<file path="src/rtl/regfile_scoreboard_pkg.sv">
// Shared constants for the decode-stage register file and its pending-write scoreboard.
// Control, forwarding and the register file import these so they agree on r0 and default sizes.
package regfile_scoreboard_pkg;

  localparam int REG_ZERO      = 0;
  localparam int XLEN_DEFAULT  = 32;
  localparam int NREG_DEFAULT  = 32;
  localparam int NREAD_DEFAULT = 2;
  localparam int CNT_W_DEFAULT = 2;

  // Largest number of writes that may be in flight to one register.
  function automatic int cnt_max(input int w);
    return (1 << w) - 1;
  endfunction

endpackage

</file>
<file path="src/rtl/regfile_scoreboard_sb_counter.sv">
// One pending-write counter: saturating up/down with zero and max flags.
// Simultaneous inc and dec cancel, so a producer issuing while another retires keeps the count.
module regfile_scoreboard_sb_counter
  import regfile_scoreboard_pkg::*;
#(
  parameter int CNT_W = CNT_W_DEFAULT
) (
  input  logic             clk_i,
  input  logic             n_rst_i,
  input  logic             inc_i,
  input  logic             dec_i,
  output logic [CNT_W-1:0] cnt_o,
  output logic             zero_o,
  output logic             max_o
);

  logic [CNT_W-1:0] cnt_q;
  logic [CNT_W-1:0] cnt_d;

  assign cnt_o  = cnt_q;
  assign zero_o = (cnt_q == '0);
  assign max_o  = (cnt_q == '1);

  always_comb begin
    cnt_d = cnt_q;
    if (inc_i && !dec_i && !max_o) begin
      cnt_d = cnt_q + CNT_W'(1);
    end else if (dec_i && !inc_i && !zero_o) begin
      cnt_d = cnt_q - CNT_W'(1);
    end
  end

  always_ff @(posedge clk_i or negedge n_rst_i) begin
    if (!n_rst_i) begin
      cnt_q <= '0;
    end else begin
      cnt_q <= cnt_d;
    end
  end

endmodule

</file>
<file path="src/rtl/regfile_scoreboard.sv">
// Decode-stage register file with write-through bypass and a per-register pending-write
// scoreboard that stalls issue on any in-flight producer or on counter overflow.
module regfile_scoreboard
  import regfile_scoreboard_pkg::*;
#(
  parameter int XLEN  = XLEN_DEFAULT,
  parameter int NREG  = NREG_DEFAULT,
  parameter int NREAD = NREAD_DEFAULT,
  parameter int CNT_W = CNT_W_DEFAULT,
  localparam int AW   = $clog2(NREG)
) (
  input  logic                  clk_i,
  input  logic                  n_rst_i,
  input  logic [NREAD-1:0]      rd_en_i,
  input  logic [NREAD*AW-1:0]   rd_addr_i,
  output logic [NREAD*XLEN-1:0] rd_data_o,
  input  logic                  issue_valid_i,
  input  logic                  issue_wb_i,
  input  logic [AW-1:0]         issue_rd_i,
  input  logic                  wr_en_i,
  input  logic [AW-1:0]         wr_addr_i,
  input  logic [XLEN-1:0]       wr_data_i,
  output logic                  stall_o,
  output logic                  err_o
);

  localparam logic [AW-1:0]    ADDR_ZERO = AW'(REG_ZERO);
  localparam logic [CNT_W-1:0] CNT_ONE   = CNT_W'(1);

  logic [XLEN-1:0]  regs_q [NREG];
  logic [XLEN-1:0]  regs_d [NREG];
  logic [CNT_W-1:0] pend_cnt [NREG];
  logic [NREG-1:0]  pend_zero;
  logic [NREG-1:0]  pend_max;
  logic [NREAD-1:0] src_hazard;
  logic             ovf_hazard;
  logic             issue_accept;
  logic             wr_real;
  logic             err_q;
  logic             err_d;

  assign wr_real = wr_en_i && (wr_addr_i != ADDR_ZERO);

  // Data array: r0 is never written, so it stays at its reset value of zero.
  always_comb begin
    for (int r = 0; r < NREG; r++) begin
      regs_d[r] = regs_q[r];
    end
    if (wr_real) begin
      regs_d[wr_addr_i] = wr_data_i;
    end
  end

  always_ff @(posedge clk_i or negedge n_rst_i) begin
    if (!n_rst_i) begin
      for (int r = 0; r < NREG; r++) begin
        regs_q[r] <= '0;
      end
    end else begin
      for (int r = 0; r < NREG; r++) begin
        regs_q[r] <= regs_d[r];
      end
    end
  end

  // Read ports: bypass the writeback value so a retiring producer can release its consumer.
  for (genvar gi = 0; gi < NREAD; gi++) begin : g_read
    logic [AW-1:0] addr;
    logic          bypass_hit;

    assign addr       = rd_addr_i[gi*AW +: AW];
    assign bypass_hit = wr_en_i && (wr_addr_i == addr);

    assign rd_data_o[gi*XLEN +: XLEN] = (addr == ADDR_ZERO) ? '0 :
                                        bypass_hit          ? wr_data_i :
                                                              regs_q[addr];

    // pend_zero[0] is tied high, which also covers the r0 exemption.
    assign src_hazard[gi] = rd_en_i[gi] && !pend_zero[addr] &&
                            !(bypass_hit && (pend_cnt[addr] == CNT_ONE));
  end

  assign ovf_hazard = issue_wb_i && pend_max[issue_rd_i] &&
                      !(wr_en_i && (wr_addr_i == issue_rd_i));

  assign stall_o      = issue_valid_i && ((|src_hazard) || ovf_hazard);
  assign issue_accept = issue_valid_i && !stall_o && issue_wb_i && (issue_rd_i != ADDR_ZERO);

  // r0 never has a producer in flight.
  assign pend_cnt[0]  = '0;
  assign pend_zero[0] = 1'b1;
  assign pend_max[0]  = 1'b0;

  for (genvar gi = 1; gi < NREG; gi++) begin : g_pend
    logic inc;
    logic dec;

    assign inc = issue_accept && (issue_rd_i == AW'(gi));
    assign dec = wr_en_i && (wr_addr_i == AW'(gi)) && !pend_zero[gi];

    regfile_scoreboard_sb_counter #(
      .CNT_W (CNT_W)
    ) u_cnt (
      .clk_i   (clk_i),
      .n_rst_i (n_rst_i),
      .inc_i   (inc),
      .dec_i   (dec),
      .cnt_o   (pend_cnt[gi]),
      .zero_o  (pend_zero[gi]),
      .max_o   (pend_max[gi])
    );
  end

  // A writeback is legitimate only if a producer is pending, or is being issued this same cycle.
  always_comb begin
    err_d = err_q;
    if (wr_real && pend_zero[wr_addr_i] &&
        !(issue_accept && (issue_rd_i == wr_addr_i))) begin
      err_d = 1'b1;
    end
  end

  always_ff @(posedge clk_i or negedge n_rst_i) begin
    if (!n_rst_i) begin
      err_q <= 1'b0;
    end else begin
      err_q <= err_d;
    end
  end

  assign err_o = err_q;

endmodule

</file>
<file path="config.mk">
export PLATFORM = sky130hd
export DESIGN_NAME = regfile_scoreboard
export DESIGN_NICKNAME = d
export VERILOG_FILES = /design/src/rtl/regfile_scoreboard_pkg.sv /design/src/rtl/regfile_scoreboard_sb_counter.sv /design/src/rtl/regfile_scoreboard.sv
export SDC_FILE = /design/constraint.sdc
export NUM_CORES = 2
export LEC_CHECK = 0
export BUFFER_PORTS_ARGS = -buffer_cell sky130_fd_sc_hd__buf_2
export CORE_ASPECT_RATIO = 0.6
export CORE_MARGIN = 4
export CORE_UTILIZATION = 45
export CTS_BUF_LIST = sky130_fd_sc_hd__clkbuf_8
export CTS_CLUSTER_SIZE = 20
export DETAILED_ROUTE_END_ITERATION = 7
export PLACE_DENSITY_LB_ADDON = 0.3
export SETUP_SLACK_MARGIN = 0.05
export SLEW_MARGIN = 20
export SYNTH_ARGS = -nofsm -noshare
export SYNTH_HDL_FRONTEND = slang
export SYNTH_SLANG_ARGS = --single-unit
export TNS_END_PERCENT = 5
</file>
<file path="constraint.sdc">
create_clock -name clk_i -period 7.4 [get_ports clk_i]
set_input_delay 1.85 -clock clk_i [delete_from_list [all_inputs] [get_ports clk_i]]
set_output_delay 1.85 -clock clk_i [all_outputs]
set_load 0.03 [all_outputs]
</file>
==> results.sh <==
export IMPL_antenna_left=0
export IMPL_worst_pin_slew_ns=1.23
export IMPL_dp_hpwl_um=123000
export IMPL_wl_um=209000
export IMPL_ys_seq_area_share_pct=44.5
export IMPL_multi_input_comb_area_um2=32200
export IMPL_rr_worst_depth=10
export IMPL_outcome="completed"
export IMPL_min_path_cells=0
export IMPL_relSlewSlack_pct=18.2
export IMPL_ys_async_sr_fraction_pct=100
export IMPL_grt_pass1_vias=43900
export IMPL_antenna_found_initial=1
export IMPL_port_buffers=124
export IMPL_leakagePower_nw=29.8
export IMPL_synth_edff_count=0
export IMPL_finalSetupTns_ns=0
export IMPL_synth_most_common_cell="nand2_1"
export IMPL_seq_area_um2=27200
export IMPL_power_density_nw_per_um2=256
export IMPL_worstPathMaxFanout=25
export IMPL_wl_per_cell_um=30.5
export IMPL_track_usage_pct=29.5
export IMPL_post_cts_buffers=0
export IMPL_start_kind="input port"
export IMPL_post_route_period_util_pct=92.8
export IMPL_clk_latency_ns=0.89
export IMPL_end_kind="output port"
export IMPL_ir_worst_vdd_mv=0.170
export IMPL_drive_above_1_share_pct=36.2
export IMPL_fmax_mhz=146
export IMPL_r2r_end="g_pend[5].u_cnt.cnt_o[0]"
export IMPL_rsz0062_at_grt="false"
export IMPL_synthFlopType="dfrtp_1"
export IMPL_cts_tree="yes"
export IMPL_finish_utilization_pct=50.0
export IMPL_required_ns=5.55
export IMPL_place_congestion=0.951
export IMPL_synth_top_cells_by_area="dfrtp_1 45%, mux4_2 25%, mux2_2 11%"
export IMPL_fin_crit_ns=6.86
export IMPL_numCtsBuffers=162
export IMPL_fp_dieArea_um2=142000
export IMPL_fin_ws_ns=0.536
export IMPL_synth_common_cells="1377 x nand2_1, 1087 x dfrtp_1, 669 x mux4_2"
export IMPL_vias_per_cell=6.52
export IMPL_power_total_mw=17.2
export IMPL_path_class="input port to output port"
export IMPL_hold_class="register to register"
export IMPL_post_place_ws_ns=0.659
export IMPL_htree_levels=4
export IMPL_maxCapViolCount=0
export IMPL_die_w_um=484
export IMPL_min_to="regs_q[1003]"
export IMPL_final_nets=4990
export IMPL_syn_num_nets=5069
export IMPL_postLayoutCellArea_um2=67200
export IMPL_start_util_pct=45.5
export IMPL_grt_overflow_total=0
export IMPL_placed_area_um2=63800
export IMPL_firstDrtPassIters=7
export IMPL_fp_row_count=104
export IMPL_n_fill_cell=11500
export IMPL_cts_sinks=1087
export IMPL_skew_ns=0.0368
export IMPL_postCtsHoldBufs=0
export IMPL_ioPinCount=125
export IMPL_grt_max_degree=171
export IMPL_worst_ep_arrival_time_ns=5.01
export IMPL_synth_seq_cells=1087
export IMPL_clkTransAtPathRegs_ns=0.06
export IMPL_reg2reg_slack_ns=3.35
export IMPL_vias=44700
export IMPL_core_region_area_um2=134000
export IMPL_netlist_instances=5010
export IMPL_dr_first_iter_drc_count=6309
export IMPL_ctsRootBufferMaster="clkbuf_8"
export IMPL_rr_startpoint="g_pend[28].u_cnt.cnt_o[1]"
export IMPL_cts_repair_resized=0
export IMPL_syn_area_um2=61100
export IMPL_synth_top_cell_area_share_pct=44.5
export IMPL_synth_area_leader_cell="dfrtp_1"
export IMPL_clockBufferDepth=3
export IMPL_drv_slew=0
export IMPL_syn_to_final_growth_pct=9.93
export IMPL_min_from="regs_q[1003]"
export IMPL_grt_pass1_wl_um=308000
export IMPL_setup_viol=0
export IMPL_drc_errors=0
export IMPL_syn_area_per_cell_um2=12.2
export IMPL_hold_viol=0
export IMPL_synthDistinctLibCells=72
export IMPL_ys_warn_count=0
export IMPL_fp_dieH_um=293
==> layout by cell type, fill, tap and decap left out, drive strengths merged, types with 4 or more instances in the layout <==
cell	synthesis	routed
and3b	5	5
or2	5	5
mux2	586	586
mux2i	82	82
o31ai	5	5
a2111oi	12	12
nor2b	13	13
nor3b	15	15
o311ai	7	7
and2	6	6
nand2	1377	1377
nor4	17	17
nand3b	21	21
mux4	669	669
xor2	12	12
nor3	26	26
nand4	13	13
nor4bb	4	4
inv	25	81
clkinv	1	20
buf	90	259
nor4b	5	5
o21ai	55	55
nor2	179	179
nand2b	23	23
dfrtp	1087	1087
a31oi	7	7
a211oi	82	82
and3	15	15
o211ai	19	19
a221oi	6	6
o2111ai	4	4
a21oi	33	33
xnor2	11	11
o21bai	5	5
clkbuf	412	207
nand3	35	35
or3	5	5
==> flip-flops by register name (all words and copies together), names as in the netlist <==
| signal | cells |
|---|---|
| err_o | 1 |
| regs_q | 1024 |
| g_pend.u_cnt.cnt_o | 62 |
==> worst max-delay path: stages <==
cell     delay [ns]
buf_4          0.61
xor2_1         0.17
nor4_1         0.42
nand3_4        0.70
inv_1          0.34
a32o_1         0.30
o21ai_1        0.12
o31a_1         0.29
buf_2          0.19
==> how the worst max path moves through the flow <==
| stage | start | end | slack [ns] | depth (start not counted) |
|---|---|---|---|---|
| finish | rd_addr_i[4] | stall_o | 0.54 | 9 |
| global route | rd_addr_i[4] | stall_o | 0.45 | 9 |
| detailed placement | rd_addr_i[4] | stall_o | 0.66 | 9 |
| floorplan | rd_addr_i[0] | rd_data_o[11] | 0.93 | 9 |
| global placement | rd_addr_i[4] | stall_o | 0.69 | 9 |
| CTS | rd_addr_i[4] | stall_o | 0.65 | 9 |
==> metrics by stage <==
| step | std cells | hold WS, ns |
|---|---|---|
| after global placement | 6565 | 0.378 |
| after detailed placement | 6566 | 0.383 |
| after floorplan | 5010 | 0.441 |
| after CTS | 6853 | 0.397 |
| after global routing | 6856 | 0.408 |
| final | 6857 | 0.398 |
==> layout make-up <==
class	instances	share of cell area (%)
antenna	1	0.00372
clock buffer	207	4.24
clock inverter	80	0.684
inverter	26	0.149
multi-input combinational	3395	47.9
sequential	1087	40.5
tap	1802	3.36
timing repair buffer	259	3.16
==> cells by family after synthesis <==
group	count (synthesis)	share of synthesized area, %
AOI/OAI and AO/OA	267	3.29
xor gates and xnor gates	23	0.330
DFF	1087	44.5
and+or+nand+nor	1768	11.8
muxes	1337	36.8
buffers and inverters	528	3.30
==> metal layers <==
| layer | vias to the layer above | part of all wire, % | track usage (%) | wire length [µm] |
|---|---|---|---|---|
| li1 | 18100 | - | - | - |
| met1 | 23300 | 42 | 43.6 | 87800 |
| met2 | 2848 | 42 | 41.1 | 87200 |
| met3 | 453 | 13 | 9.72 | 27300 |
| met4 | 0 | 3.3 | 9.49 | 6930 |
| met5 | - | 0 | 0 | 0 |
==> power breakdown <==
group          internal (mW)  switching, mW  leakage [nW]
Combinational           2.19           1.87          14.0
Sequential              7.04          0.917          14.0
Clock                   2.60           2.59          1.89
No activity file was read; power rests on OpenSTA's default activity.
